===== config.mk =====
export PLATFORM = sky130hd
export DESIGN_NAME = sys_job_sequencer
export DESIGN_NICKNAME = d
export VERILOG_FILES = /design/src/rtl/sys_pkg.sv /design/src/rtl/sys_watchdog.sv /design/src/rtl/sys_job_sequencer.sv
export SDC_FILE = /design/constraint.sdc
export NUM_CORES = 1
export LEC_CHECK = 0
export BUFFER_PORTS_ARGS = -buffer_cell sky130_fd_sc_hd__buf_4
export CORE_ASPECT_RATIO = 1.4
export CORE_MARGIN = 4
export CORE_UTILIZATION = 25
export CTS_CLUSTER_SIZE = 16
export DETAILED_ROUTE_END_ITERATION = 6
export PLACE_DENSITY = 0.38
export SLEW_MARGIN = 20
export SYNTH_ARGS = -nofsm -noshare
export SYNTH_HDL_FRONTEND = slang
export SYNTH_HIERARCHICAL = 1
export SYNTH_SLANG_ARGS = --single-unit

===== constraint.sdc =====
create_clock -name clk -period 5.1 [get_ports clk]
set_input_delay 0.51 -clock clk [delete_from_list [all_inputs] [get_ports clk]]
set_output_delay 0.51 -clock clk [all_outputs]
set_load 0.05 [all_outputs]

===== src/rtl/sys_pkg.sv =====
// Shared types and defaults for the systolic-array job control path.
package sys_pkg;

    localparam int unsigned SYS_M     = 2;
    localparam int unsigned SYS_K     = 2;
    localparam int unsigned SYS_BW    = 2;
    localparam int unsigned OUT_BEATS = SYS_M * SYS_K / SYS_BW;

    typedef logic [31:0] word_t;

    typedef enum logic [2:0] {
        ST_IDLE     = 3'd0,
        ST_CLEAR    = 3'd1,
        ST_DISPATCH = 3'd2,
        ST_COMPUTE  = 3'd3,
        ST_COLLECT  = 3'd4,
        ST_FINISH   = 3'd5,
        ST_ERROR    = 3'd6
    } seq_state_t;

    typedef enum logic [1:0] {
        ERR_NONE    = 2'd0,
        ERR_ARRAY   = 2'd1,
        ERR_TIMEOUT = 2'd2,
        ERR_OVERRUN = 2'd3
    } err_code_t;

endpackage


===== src/rtl/sys_watchdog.sv =====
// Clearable, stallable saturating up-counter with an expiry flag at TIMEOUT-1.
module sys_watchdog #(
    parameter int unsigned TIMEOUT = 1024,
    localparam int unsigned WD_W   = $clog2(TIMEOUT) + 1
) (
    input  logic clk,
    input  logic nrst,
    input  logic clr,
    input  logic stall,
    output logic expired_c
);

    logic [WD_W-1:0] wd_ctr;

    // Counter: cleared on request, held while stalled, saturates at all-ones.
    always_ff @(posedge clk) begin
        if (!nrst) begin
            wd_ctr <= '0;
        end else if (clr) begin
            wd_ctr <= '0;
        end else if (!stall && (wd_ctr != '1)) begin
            wd_ctr <= wd_ctr + WD_W'(1);
        end
    end

    assign expired_c = (wd_ctr == WD_W'(TIMEOUT - 1));

endmodule


===== src/rtl/sys_job_sequencer.sv =====
// Job-level controller: launches one operand set through dispatch, compute and
// collection, supervises it with a per-state watchdog and reports done/err.
module sys_job_sequencer
    import sys_pkg::*;
#(
    parameter int unsigned M        = SYS_M,
    parameter int unsigned K        = SYS_K,
    parameter int unsigned BW       = SYS_BW,
    parameter int unsigned IN_BEATS = 4,
    parameter int unsigned TIMEOUT  = 1024,
    localparam int unsigned LVL_W   = $clog2(IN_BEATS) + 1
) (
    input  logic             clk,
    input  logic             nrst,
    input  logic             start,
    input  logic [LVL_W-1:0] in_level,
    input  logic             done_dispatch,
    input  logic             sys_comp_done,
    input  logic             sys_comp_err,
    input  logic             out_push,
    input  logic             out_full,
    output logic             dispatch_en,
    output logic             array_run,
    output logic             collect_en,
    output logic             job_clear,
    output logic             busy,
    output logic             job_done,
    output logic             job_err,
    output logic [1:0]       err_code
);

    localparam int unsigned N_OUT = M * K / BW;
    localparam int unsigned PC_W  = $clog2(N_OUT) + 1;

    seq_state_t      state_q, state_d;
    err_code_t       err_q, code_d;
    logic [PC_W-1:0] push_ctr;
    logic            wd_exp_c;
    logic            wd_clr;
    logic            wd_stall;
    logic            push_ok;
    logic            push_bad;
    logic            last_push;

    // Collector is gated directly by output-FIFO backpressure.
    assign collect_en = (state_q == ST_COLLECT) && !out_full;

    assign push_ok   = out_push && collect_en;
    assign push_bad  = out_push && !collect_en;
    assign last_push = push_ok && (push_ctr == PC_W'(N_OUT - 1));
    assign wd_clr    = (state_d != state_q);
    assign wd_stall  = (state_q == ST_COLLECT) && out_full;
    assign err_code  = err_q;

    sys_watchdog #(
        .TIMEOUT (TIMEOUT)
    ) u_watchdog (
        .clk       (clk),
        .nrst      (nrst),
        .clr       (wd_clr),
        .stall     (wd_stall),
        .expired_c (wd_exp_c)
    );

    // State register.
    always_ff @(posedge clk) begin
        if (!nrst) begin
            state_q <= ST_IDLE;
        end else begin
            state_q <= state_d;
        end
    end

    // Next-state and error-code selection; errors outrank success transitions.
    always_comb begin
        state_d = state_q;
        code_d  = ERR_NONE;
        case (state_q)
            ST_IDLE: begin
                if (start && (in_level >= LVL_W'(IN_BEATS))) begin
                    state_d = ST_CLEAR;
                end
            end
            ST_CLEAR: begin
                state_d = ST_DISPATCH;
            end
            ST_DISPATCH, ST_COMPUTE, ST_COLLECT: begin
                if (sys_comp_err) begin
                    state_d = ST_ERROR;
                    code_d  = ERR_ARRAY;
                end else if (wd_exp_c) begin
                    state_d = ST_ERROR;
                    code_d  = ERR_TIMEOUT;
                end else if (push_bad) begin
                    state_d = ST_ERROR;
                    code_d  = ERR_OVERRUN;
                end else begin
                    case (state_q)
                        ST_DISPATCH: begin
                            if (done_dispatch) begin
                                state_d = sys_comp_done ? ST_COLLECT : ST_COMPUTE;
                            end
                        end
                        ST_COMPUTE: begin
                            if (sys_comp_done) begin
                                state_d = ST_COLLECT;
                            end
                        end
                        default: begin
                            if (last_push) begin
                                state_d = ST_FINISH;
                            end
                        end
                    endcase
                end
            end
            ST_FINISH, ST_ERROR: begin
                state_d = ST_IDLE;
            end
            default: begin
                state_d = ST_IDLE;
            end
        endcase
    end

    // Output-FIFO push counter, cleared at the start of every job.
    always_ff @(posedge clk) begin
        if (!nrst) begin
            push_ctr <= '0;
        end else if (state_q == ST_CLEAR) begin
            push_ctr <= '0;
        end else if ((state_q == ST_COLLECT) && push_ok) begin
            push_ctr <= push_ctr + PC_W'(1);
        end
    end

    // Registered outputs decoded from the next state so they align with it.
    always_ff @(posedge clk) begin
        if (!nrst) begin
            dispatch_en <= 1'b0;
            array_run   <= 1'b0;
            job_clear   <= 1'b0;
            busy        <= 1'b0;
            job_done    <= 1'b0;
            job_err     <= 1'b0;
            err_q       <= ERR_NONE;
        end else begin
            dispatch_en <= (state_d == ST_DISPATCH);
            array_run   <= (state_d == ST_DISPATCH) || (state_d == ST_COMPUTE);
            job_clear   <= (state_d == ST_CLEAR);
            busy        <= (state_d != ST_IDLE);
            job_done    <= (state_d == ST_FINISH) || (state_d == ST_ERROR);
            if (state_d == ST_ERROR) begin
                job_err <= 1'b1;
                err_q   <= code_d;
            end else if ((state_q == ST_IDLE) && (state_d == ST_CLEAR)) begin
                job_err <= 1'b0;
                err_q   <= ERR_NONE;
            end
        end
    end

endmodule


======== Yosys cells after proc, flatten, opt, wreduce, memory -nomap -nowiden ========
Index checks and enable logic that the tools add are counted.
storage, ports and cells
  bits in registers ....................... 24
  bits of input ports ..................... 11
  output and inout bits ................... 9
  logic and storage cells ................. 65
cells by class
  $add $sub $neg .......................... 2
  order comparisons ....................... 1
  equal/unequal tests ..................... 13
  multiplexer cells ....................... 18
  bitwise logic cells ..................... 1
  reduce and logical (&&, ||, !) cells .... 20
operators with widths
  cell                                              number
  two-way mux 3 bit                                 8
  == test 3 x 2 -> 1 bit (second input constant)    4
  two-way mux 2 bit                                 6
  adder 11 x 1 -> 11 bit (second input constant)    1
  == test 11 x 10 -> 1 bit (second input constant)  1
  inequality test 11 bit (second input constant)    1
  == test 3 bit (second input constant)             3
  logical AND 1 bit                                 9
  case mux 3 bit (3 select lines)                   1
  == test 3 x 1 -> 1 bit (second input constant)    2
  case mux 3 bit (2 select lines)                   1
  OR reduction 2 bit                                2
  >= comparator 3 bit (second input constant)       1
  logical NOT 1 bit                                 3
  logical NOT 3 bit                                 1
  inequality test 3 bit                             1
  nonzero test 3 bit                                1
  OR reduction 3 bit                                1
  adder 2 x 1 -> 2 bit (second input constant)      1
  == test 2 x 1 -> 1 bit (second input constant)    1
  logical OR 1 bit                                  2
  two-way mux 1 bit                                 2
  nonzero test 2 bit                                1
  inverter 1 bit                                    1

======== Logic depth before layout (Yosys ltp) ========
Gate-level depths: netlist of the first run.
  depth in word-level cells ............... 14
  mapped depth ............................ 14
  mapped depth without buffers ............ 11

======== Hierarchy ========
The synthesis of the first run kept the hierarchy.
by module, submodules not included
  module             times used  cells an instance  area each (um^2)  seq. area each (um^2)
  sys_job_sequencer  1           76                 661.9             260.2
  sys_watchdog       1           68                 628.1             220.2

======== Worst setup path after synthesis of the first run ========
No wires, ideal clock.
  path type ............................... register to register
  from .................................... register u_watchdog.wd_ctr[3]
  to ...................................... register u_watchdog.wd_ctr[3]
  library setup time ...................... 0.074 ns
  arrival time ............................ 2.638 ns
  required time ........................... 5.026 ns
  slack ................................... 2.387 ns
  cell stages (with the launch flop) ...... 14
  buffers on the path ..................... 3
  clock period less this slack ............ 2.713 ns
  cells stage by stage .................... dfxtp_1 > buf_6 > and4_1 > buf_6 > nand3_1 > nor3_1 > a211oi_2 > a21boi_1 > nor3b_1 > a31oi_1 > nor2b_1 > buf_2 > o21ai_0 > a31oi_1
on the way
  cells in the longest elaborated chain, start to end .. 6
  elaborated cells on any way between the ends .. 9
  those cells by class .................... add/sub: 1; eq/ne: 3; mux: 3; reduce/logical: 2
ends and longest elaborated chain
  what                             line                     text
  start, declared                  sys_watchdog.sv:13       logic [WD_W-1:0] wd_ctr;
  start signal, assigned           sys_watchdog.sv:22       wd_ctr <= wd_ctr + WD_W'(1);
  == test 11 x 10 -> 1 bit         sys_watchdog.sv:26       assign expired_c = (wd_ctr == WD_W'(TIMEOUT - 1));
  via wd_exp_c                     sys_job_sequencer.sv:38  logic wd_exp_c;
  two-way mux 3 bit                sys_job_sequencer.sv:91  end else if (wd_exp_c) begin
  two-way mux 3 bit                sys_job_sequencer.sv:88  if (sys_comp_err) begin
  case mux 3 bit (3 select lines)  sys_job_sequencer.sv:78  case (state_q)
  inequality test 3 bit            sys_job_sequencer.sv:51  assign wd_clr = (state_d != state_q);
  via wd_clr                       sys_job_sequencer.sv:39  logic wd_clr;
  OR reduction 2 bit (no line)     -
The timed path passes the listed nets, and every way through them passes these cells.
A chain may end at the register's enable or synchronous reset.

======== Final worst setup path of the first run ========
Ends and elaborated chain as after synthesis.

==> summary.md, run 1 <==
| Metric | Value |
|---|---|
| Result of the run | complete, no violations |
| Utilization after layout | between 30% and 40% |
| TritonCTS buffer count | 3 |
| TritonCTS sink count | 24 |
| H-Tree Depth | 1 |
| Number of DRC markers in iteration 0 | 60 |
| Vertical extent of the die | approximately 93 microns |
| Type of destination of the critical path | flip-flop |
| YS warnings | 6 |
| Post-Syn Nets | 157 |
| Number of standard cells in the layout, taps in and fillers out | 224 |
| Final number of hold-violating endpoints | 0 |
| Critical-path top delay cell | sky130_fd_sc_hd__nor3_1 |
| TNS Setup | 0 ns |
| Startpoint Class | flip-flop |
| Overall Global Routing Usage | slightly above 10% |
| Number of fillers in the final layout | ~540 |
| Cell-by-cell trace of the critical path | and4_1 -> nand3_1 -> nor3_1 -> a211oi_2 -> a21boi_1 -> nor3b_1 -> a31oi_1 -> nor2b_1 -> o21ai_0 -> a31oi_1 |
| Routed vias | roughly 1100 |
| Net count reported at finish | between 150 and 200 |
| CP delay by family, top | simple AND/OR/NAND/NOR gates |
| Bufs and invs on worst path | 0 |
| Static leakage | between 0.0005 and 0.0006 uW |
| Clock-pin slew of the registers on the worst-case setup and hold paths | ~0.09 ns |
| Synthesized area per cell | 8.958 sq um |
| Cell repeated most along the worst path | sky130_fd_sc_hd__a31oi_1 |
| Cell variety after synth | 47 |
| Number of antenna violations at the first check in global routing | 0 |
| Post-synth design cell area | 1290 sq um |
| TritonRoute pass-1 iters | 4 |
| Max capacitance violation total | 0 |
| Cell depth of the worst min-delay path | 2 |
| Wire length of the first global-routing pass | 5016 microns |
| Worst EP arrival | just under 4 ns |
| Unrepaired setup endpoints after global routing | false |
| Highest fanout seen on the critical path | 14 |
| Worst hold margin | roughly 0.46 ns |
| Maximum cell stage delay along the critical path | about 0.73 ns |
| HPWL after detailed placement | 2320 microns |
| Setup Buffers After CTS | 0 |
| Cell count along the critical path | 10 |
| Highest Clock Rate | 268.4 MHz |
| Reg-to-reg startpoint | u_watchdog/wd_ctr[3] |
| Required time at the endpoint of the critical path | ~5.3 ns |
| WL/cell | 13.26 microns |
| Row count | 30 |
| Count of mapped cells out of synthesis | 144 |
| Cell type contributing the most total cell area after synthesis | sky130_fd_sc_hd__dfxtp_1 |
| Total length of routed wires | about 3000 microns |
| Cts hold-fix bufs | 0 |
| Fraction of synthesized cell area taken by the top area cell type | ~37% |
| Final period demand of the worst path | ~3.7 ns |
| Horizontal die dimension | between 60 and 70 microns |
| Final critical-path share of the clock period | about three quarters |
| Worst-skew pair later-pin latency | between 0.2 and 0.3 ns |
| Met2 track utilization from global routing | between 10% and 20% |
| Cts repair resizes | 0 |
| Final worst clock skew | 0.006898 ns |
| Number of buffers between clock root and the deepest sink | 2 |
| Global route total overflow | 0 |
| Maximum ir drop on the vdd rail | 0.1262 mV |
| Floorplan core area | 4917 sq um |
| Areal power density over the cells | between 300 and 400 nW/um^2 |
| Hold Path Origin | job_err |
| Count of input and output buffers | 17 |
| Cell types with the largest area share after synthesis | sky130_fd_sc_hd__dfxtp_1 (37%), sky130_fd_sc_hd__nand2_1 (4.9%), sky130_fd_sc_hd__mux2i_1 (3.9%), sky130_fd_sc_hd__nor2_1 (3.2%), sky130_fd_sc_hd__nand2b_1 (2.9%) |
| Cell count after placement | 220 |
| HP Class | reg -> reg |
| Remaining number of nets flagged by the antenna check after routing | 0 |
| Met1 capacity usage during global routing | about 12% |
| Global placement routability congestion | approximately 0.75 |
| Cell count of the worst reg-to-reg path | 10 |
| Largest net degree at the start of global routing | 15 |
| Number of vias per cell | about 4.9 |
| Register bit count reported by yosys | 24 |
| Global routing's busiest layer | met2 |
| Clock tree from TritonCTS | built |
| Via count of the first global-routing pass | 1024 |
| Number of ports placed on the die boundary | 20 |
| Slew Limit Fails | 0 |
| Die Footprint | ~6400 sq um |
| Setup violations, final | 0 |
| Minimum setup slack among reg-to-reg paths | around 1.4 ns |
| CTS root buf | sky130_fd_sc_hd__clkbuf_8 |
| Count of antenna diodes in the layout | 0 |
| Endpoint, Worst Hold | job_err |
| Relative area change from synthesis to final layout | 18.82% |
| Worst Tran Pin Value | approximately 0.9 ns |
| Fraction of final layout cells sized beyond drive strength 1 | about a fifth |
| Initial core utilization | 26.23% |
| Critical R2R Capture | u_watchdog/wd_ctr[3] |
| Sequential fraction of the synthesis area | 37.25% |
| Critical Setup Path Class | reg -> reg |
| Relative slew slack | ~40% |
| Remaining routing DRC violations | 0 |
| Met3 track demand over resource in global routing | between 2 and 2.5% |
-- cells in the final DEF, fill, tap and decap left out, types with 4 or more instances in the layout --
cell type and count:
sky130_fd_sc_hd__a31oi_1 4, sky130_fd_sc_hd__mux2i_1 5, sky130_fd_sc_hd__nand2b_1 6, sky130_fd_sc_hd__buf_4 17, sky130_fd_sc_hd__dfxtp_1 24, sky130_fd_sc_hd__nor2_1 11
sky130_fd_sc_hd__nand3_1 5, sky130_fd_sc_hd__a21oi_1 6, sky130_fd_sc_hd__o21ai_0 4, sky130_fd_sc_hd__inv_1 7, sky130_fd_sc_hd__nand2_1 17
-- kinds of logic after synthesis --
logic type	count (synthesis)	share of synthesized area, %
simple gates	62	26.97
buf+inv	12	4.850
fa+ha+maj	2	1.940
flops	24	37.25
mux	5	3.880
compound gates	37	23.76
xor+xnor	2	1.358
-- sequential cells by signal, indices dropped and copies added (netlist names), 2 cells and up --
name               flops
u_watchdog/wd_ctr     11
state_q                3
push_ctr               2
err_code               2
-- cells in the mapped netlist (all sizes together) --
library cell   n
nor2b          2
xor2           2
a31oi          5
a21oi          6
o2bb2ai        1
nand2b         6
and4b          1
nand3          5
nand4bb        1
and3           1
or3b           2
nand4b         1
and4           3
o32ai          1
a2111oi        3
a21boi         1
a311oi         1
nor3           3
nand4          2
nor2          11
and3b          1
nor3b          1
o211a          2
dfxtp         24
a211oi         3
clkbuf         1
nand2         17
nor4           1
a41oi          2
mux2i          5
o21a           3
and2           3
inv            7
o21ai          6
o2111ai        2
a41o           1
buf            4
ha             2
or4b           1
-- how the worst max path moves through the flow --
stage	to	slack (ns)	from
3_5_place_dp	u_watchdog/wd_ctr[3]	1.31	u_watchdog/wd_ctr[3]
3_3_place_gp	u_watchdog/wd_ctr[3]	1.49	u_watchdog/wd_ctr[3]
6_report	u_watchdog/wd_ctr[3]	1.37	u_watchdog/wd_ctr[3]
4_1_cts	u_watchdog/wd_ctr[3]	1.28	u_watchdog/wd_ctr[3]
2_1_floorplan	u_watchdog/wd_ctr[3]	2.39	u_watchdog/wd_ctr[3]
5_1_grt	u_watchdog/wd_ctr[2]	0.96	u_watchdog/wd_ctr[3]
-- routing by layer --
| metal | wire length, microns | part of all wire, % |
|---|---|---|
| met5 | 0 | 0 |
| met4 | 26 | 0.88 |
| met3 | 76 | 2.6 |
| met2 | 1561 | 53 |
| met1 | 1306 | 44 |
-- report_power, final --
| part | total (uW) | switching, uW | leakage, uW | internal, uW |
|---|---|---|---|---|
| clock | 166 | 61.6 | 0.0000357 | 105 |
| combinational | 103 | 66.7 | 0.000360 | 36.8 |
| sequential | 209 | 8.99 | 0.000195 | 200 |
-- worst min-delay path: stages, from the launching register on --
cell	delay, ns
sky130_fd_sc_hd__dfxtp_1	0.32
sky130_fd_sc_hd__nand2_1	0.05
sky130_fd_sc_hd__a21oi_1	0.05
-- through the flow --
step                worst slack [ns]  cell area, sq um  power, uW
finish                         1.374              1533      478.5
global route                  0.9597              1533      505.7
CTS                            1.281              1533      487.7
detailed placement             1.309              1461      318.7
global placement               1.487              1461      317.5
floorplan                      2.387              1290      287.5
-- layout make-up --
cell class / instances / area, sq um / share of cell area, %
multi-input cells: 108 / 747.0 / 48.73
flip-flops and latches: 24 / 480.5 / 31.35
repair buffers: 17 / 127.6 / 8.327
well taps: 64 / 80.08 / 5.224
clock buffers: 3 / 41.29 / 2.694
clock inverters: 1 / 30.03 / 1.959
inverters: 7 / 26.28 / 1.714
Power figures use the tool's default switching activity.
==> run 2: changes to the inputs <==
PLACE_DENSITY = 0.39   (was 0.38)
clock period = 3.3 ns   (was 5.1 ns; I/O delays follow)
==> run 2 against run 1 <==
  * Combinational power grew 59%
  * Non-clock buffer count grew 2
  * Register-to-register slack lost 0.80 ns
  * Count of clock-buffer cells in the layout grew 1
  * Critical path type unchanged
==> summary.md, run 2 (same netlist as run 1, synthesis figures left out) <==
| Metric | Value |
|---|---|
| Horizontal die dimension | between 60 and 70 microns |
| Remaining routing DRC violations | 0 |
| Global placement routability congestion | ~0.8 |
| Setup Buffers After CTS | 0 |
| Footprint of the multi-input gates | ~750 sq um |
| Critical Setup Path Class | reg -> reg |
| Number of ports placed on the die boundary | 20 |
| Number of antenna violations at the first check in global routing | 0 |
| Worst Tran Pin Value | 0.5440 ns |
| Worst hold margin | between 0.3 and 0.4 ns |
| Number of DRC markers in iteration 0 | 33 |
| Clock-pin slew of the registers on the worst-case setup and hold paths | about 0.090 ns |
| Number of fillers in the final layout | 530 |
| Floorplan core area | between 4000 and 5000 sq um |
| TritonCTS buffer count | 3 |
| Die Footprint | 6390 sq um |
| Remaining number of nets flagged by the antenna check after routing | 0 |
| WL/cell | between 10 and 15 microns |
| Routed vias | 1114 |
| Worst EP arrival | slightly below 3 ns |
| TritonCTS sink count | 24 |
| Max capacitance violation total | 0 |
| Result of the run | complete, no violations |
| HPWL after detailed placement | approximately 2300 microns |
| Slew Limit Fails | 0 |
| Largest net degree at the start of global routing | 15 |
| Row count | 30 |
| Areal power density over the cells | around 450 nW/um^2 |
| Final number of hold-violating endpoints | 0 |
| Final critical-path share of the clock period | ~83% |
| Wire length of the first global-routing pass | 5175 microns |
| Overall Global Routing Usage | 10.54% |
| Maximum ir drop on the vdd rail | 0.1453 mV |
| Highest Clock Rate | ~370 MHz |
| Setup violations, final | 0 |
| Relative slew slack | 62.79% |
| Static leakage | ~0.00059 uW |
| CTS root buf | sky130_fd_sc_hd__clkbuf_8 |
| Final worst clock skew | roughly 0.0095 ns |
| Total length of routed wires | 2944 microns |
| TritonRoute pass-1 iters | 4 |
| Startpoint Class | flip-flop |
| Relative area change from synthesis to final layout | 18.72% |
| Net count reported at finish | roughly 180 |
| Cts repair resizes | 0 |
| Vertical extent of the die | 93.00 microns |
| Number of vias per cell | a little under 5 |
| Biggest register | u_watchdog/wd_ctr |
| Top library cells by usage in the layout, fill and taps aside | sky130_fd_sc_hd__dfxtp_1 (24), sky130_fd_sc_hd__buf_4 (19), sky130_fd_sc_hd__nand2_1 (17) |
| Count of input and output buffers | 17 |
| Number of buffers between clock root and the deepest sink | 2 |
| Cell count of the worst reg-to-reg path | 11 |
| TNS Setup | 0 ns |
| Required time at the endpoint of the critical path | ~3.5 ns |
| Clock tree from TritonCTS | built |
| H-Tree Depth | 1 |
| Leading cell type in the layout, fill and taps excluded | sky130_fd_sc_hd__dfxtp_1 |
| Highest fanout seen on the critical path | 14 |
| Cell depth of the worst min-delay path | 2 |
| Pwr Total | approximately 680 uW |
| Area used by sequential logic in the layout | about 480 sq um |
| Via count of the first global-routing pass | approximately 1100 |
| Minimum setup slack among reg-to-reg paths | ~0.57 ns |
| Cts hold-fix bufs | 0 |
| Global route total overflow | 0 |
| Worst-skew pair later-pin latency | about 0.27 ns |
| Unrepaired setup endpoints after global routing | false |
| Final period demand of the worst path | between 2 and 3 ns |
| Type of destination of the critical path | flip-flop |
| Fraction of final layout cells sized beyond drive strength 1 | between 20% and 30% |
| Count of antenna diodes in the layout | 0 |
| HP Class | in -> reg |
| Largest registers ranked by flip-flop count | u_watchdog/wd_ctr x11, state_q x3 |
| Initial core utilization | a little over a quarter |
| Largest register FFs | 11 |
run 2: report_power, final:
part	internal (uW)	switching, uW	total [uW]
combinational	59.4	105	164
sequential	308	13.8	322
clock	106	91.7	198
total	474	210	685
run 2: routing by layer:
metal | part of all wire, % | track usage, %
met5 | 0 | 0
met4 | 3.2 | 6.341
met3 | 2.0 | 1.442
met2 | 51 | 16.18
met1 | 44 | 13.62
run 2: worst paths after layout:
path	start	endpoint
worst min register to register	job_err	job_err
worst max-delay path	u_watchdog/wd_ctr[3]	u_watchdog/wd_ctr[3]
worst min-delay path	nrst	err_code[0]
worst max register to register	u_watchdog/wd_ctr[3]	u_watchdog/wd_ctr[3]
run 2: metrics by stage:
step	setup WS [ns]	instance area [sq um]	util (%)	cells
floorplan	0.5873	1290	-	144
global placement	0.6251	1476	30.03	222
detailed placement	0.5749	1476	30.03	222
CTS	0.5443	1531	31.15	226
global route	0.2879	1531	31.15	226
finish	0.5737	1531	31.15	226
run 2: cell type report:
type                            count  area share [%]
Timing Repair Buffer               19           9.314
Clock buffer                        4           3.595
Sequential cell                    24           31.37
Multi-Input combinational cell    108           48.77
Tap cell                           64           5.229
Inverter                            7           1.716
run 2: critical path, stage by stage, from the launching register on:
cell and delay (ns):
sky130_fd_sc_hd__dfxtp_1 0.46, sky130_fd_sc_hd__and4_1 0.42, sky130_fd_sc_hd__nand3_1 0.11, sky130_fd_sc_hd__nor3_1 0.39, sky130_fd_sc_hd__a211oi_2 0.09, sky130_fd_sc_hd__a21boi_1 0.32
sky130_fd_sc_hd__nor3b_1 0.23, sky130_fd_sc_hd__a31oi_1 0.07, sky130_fd_sc_hd__nor2b_1 0.13, sky130_fd_sc_hd__buf_4 0.19, sky130_fd_sc_hd__o21ai_0 0.10, sky130_fd_sc_hd__a31oi_1 0.14
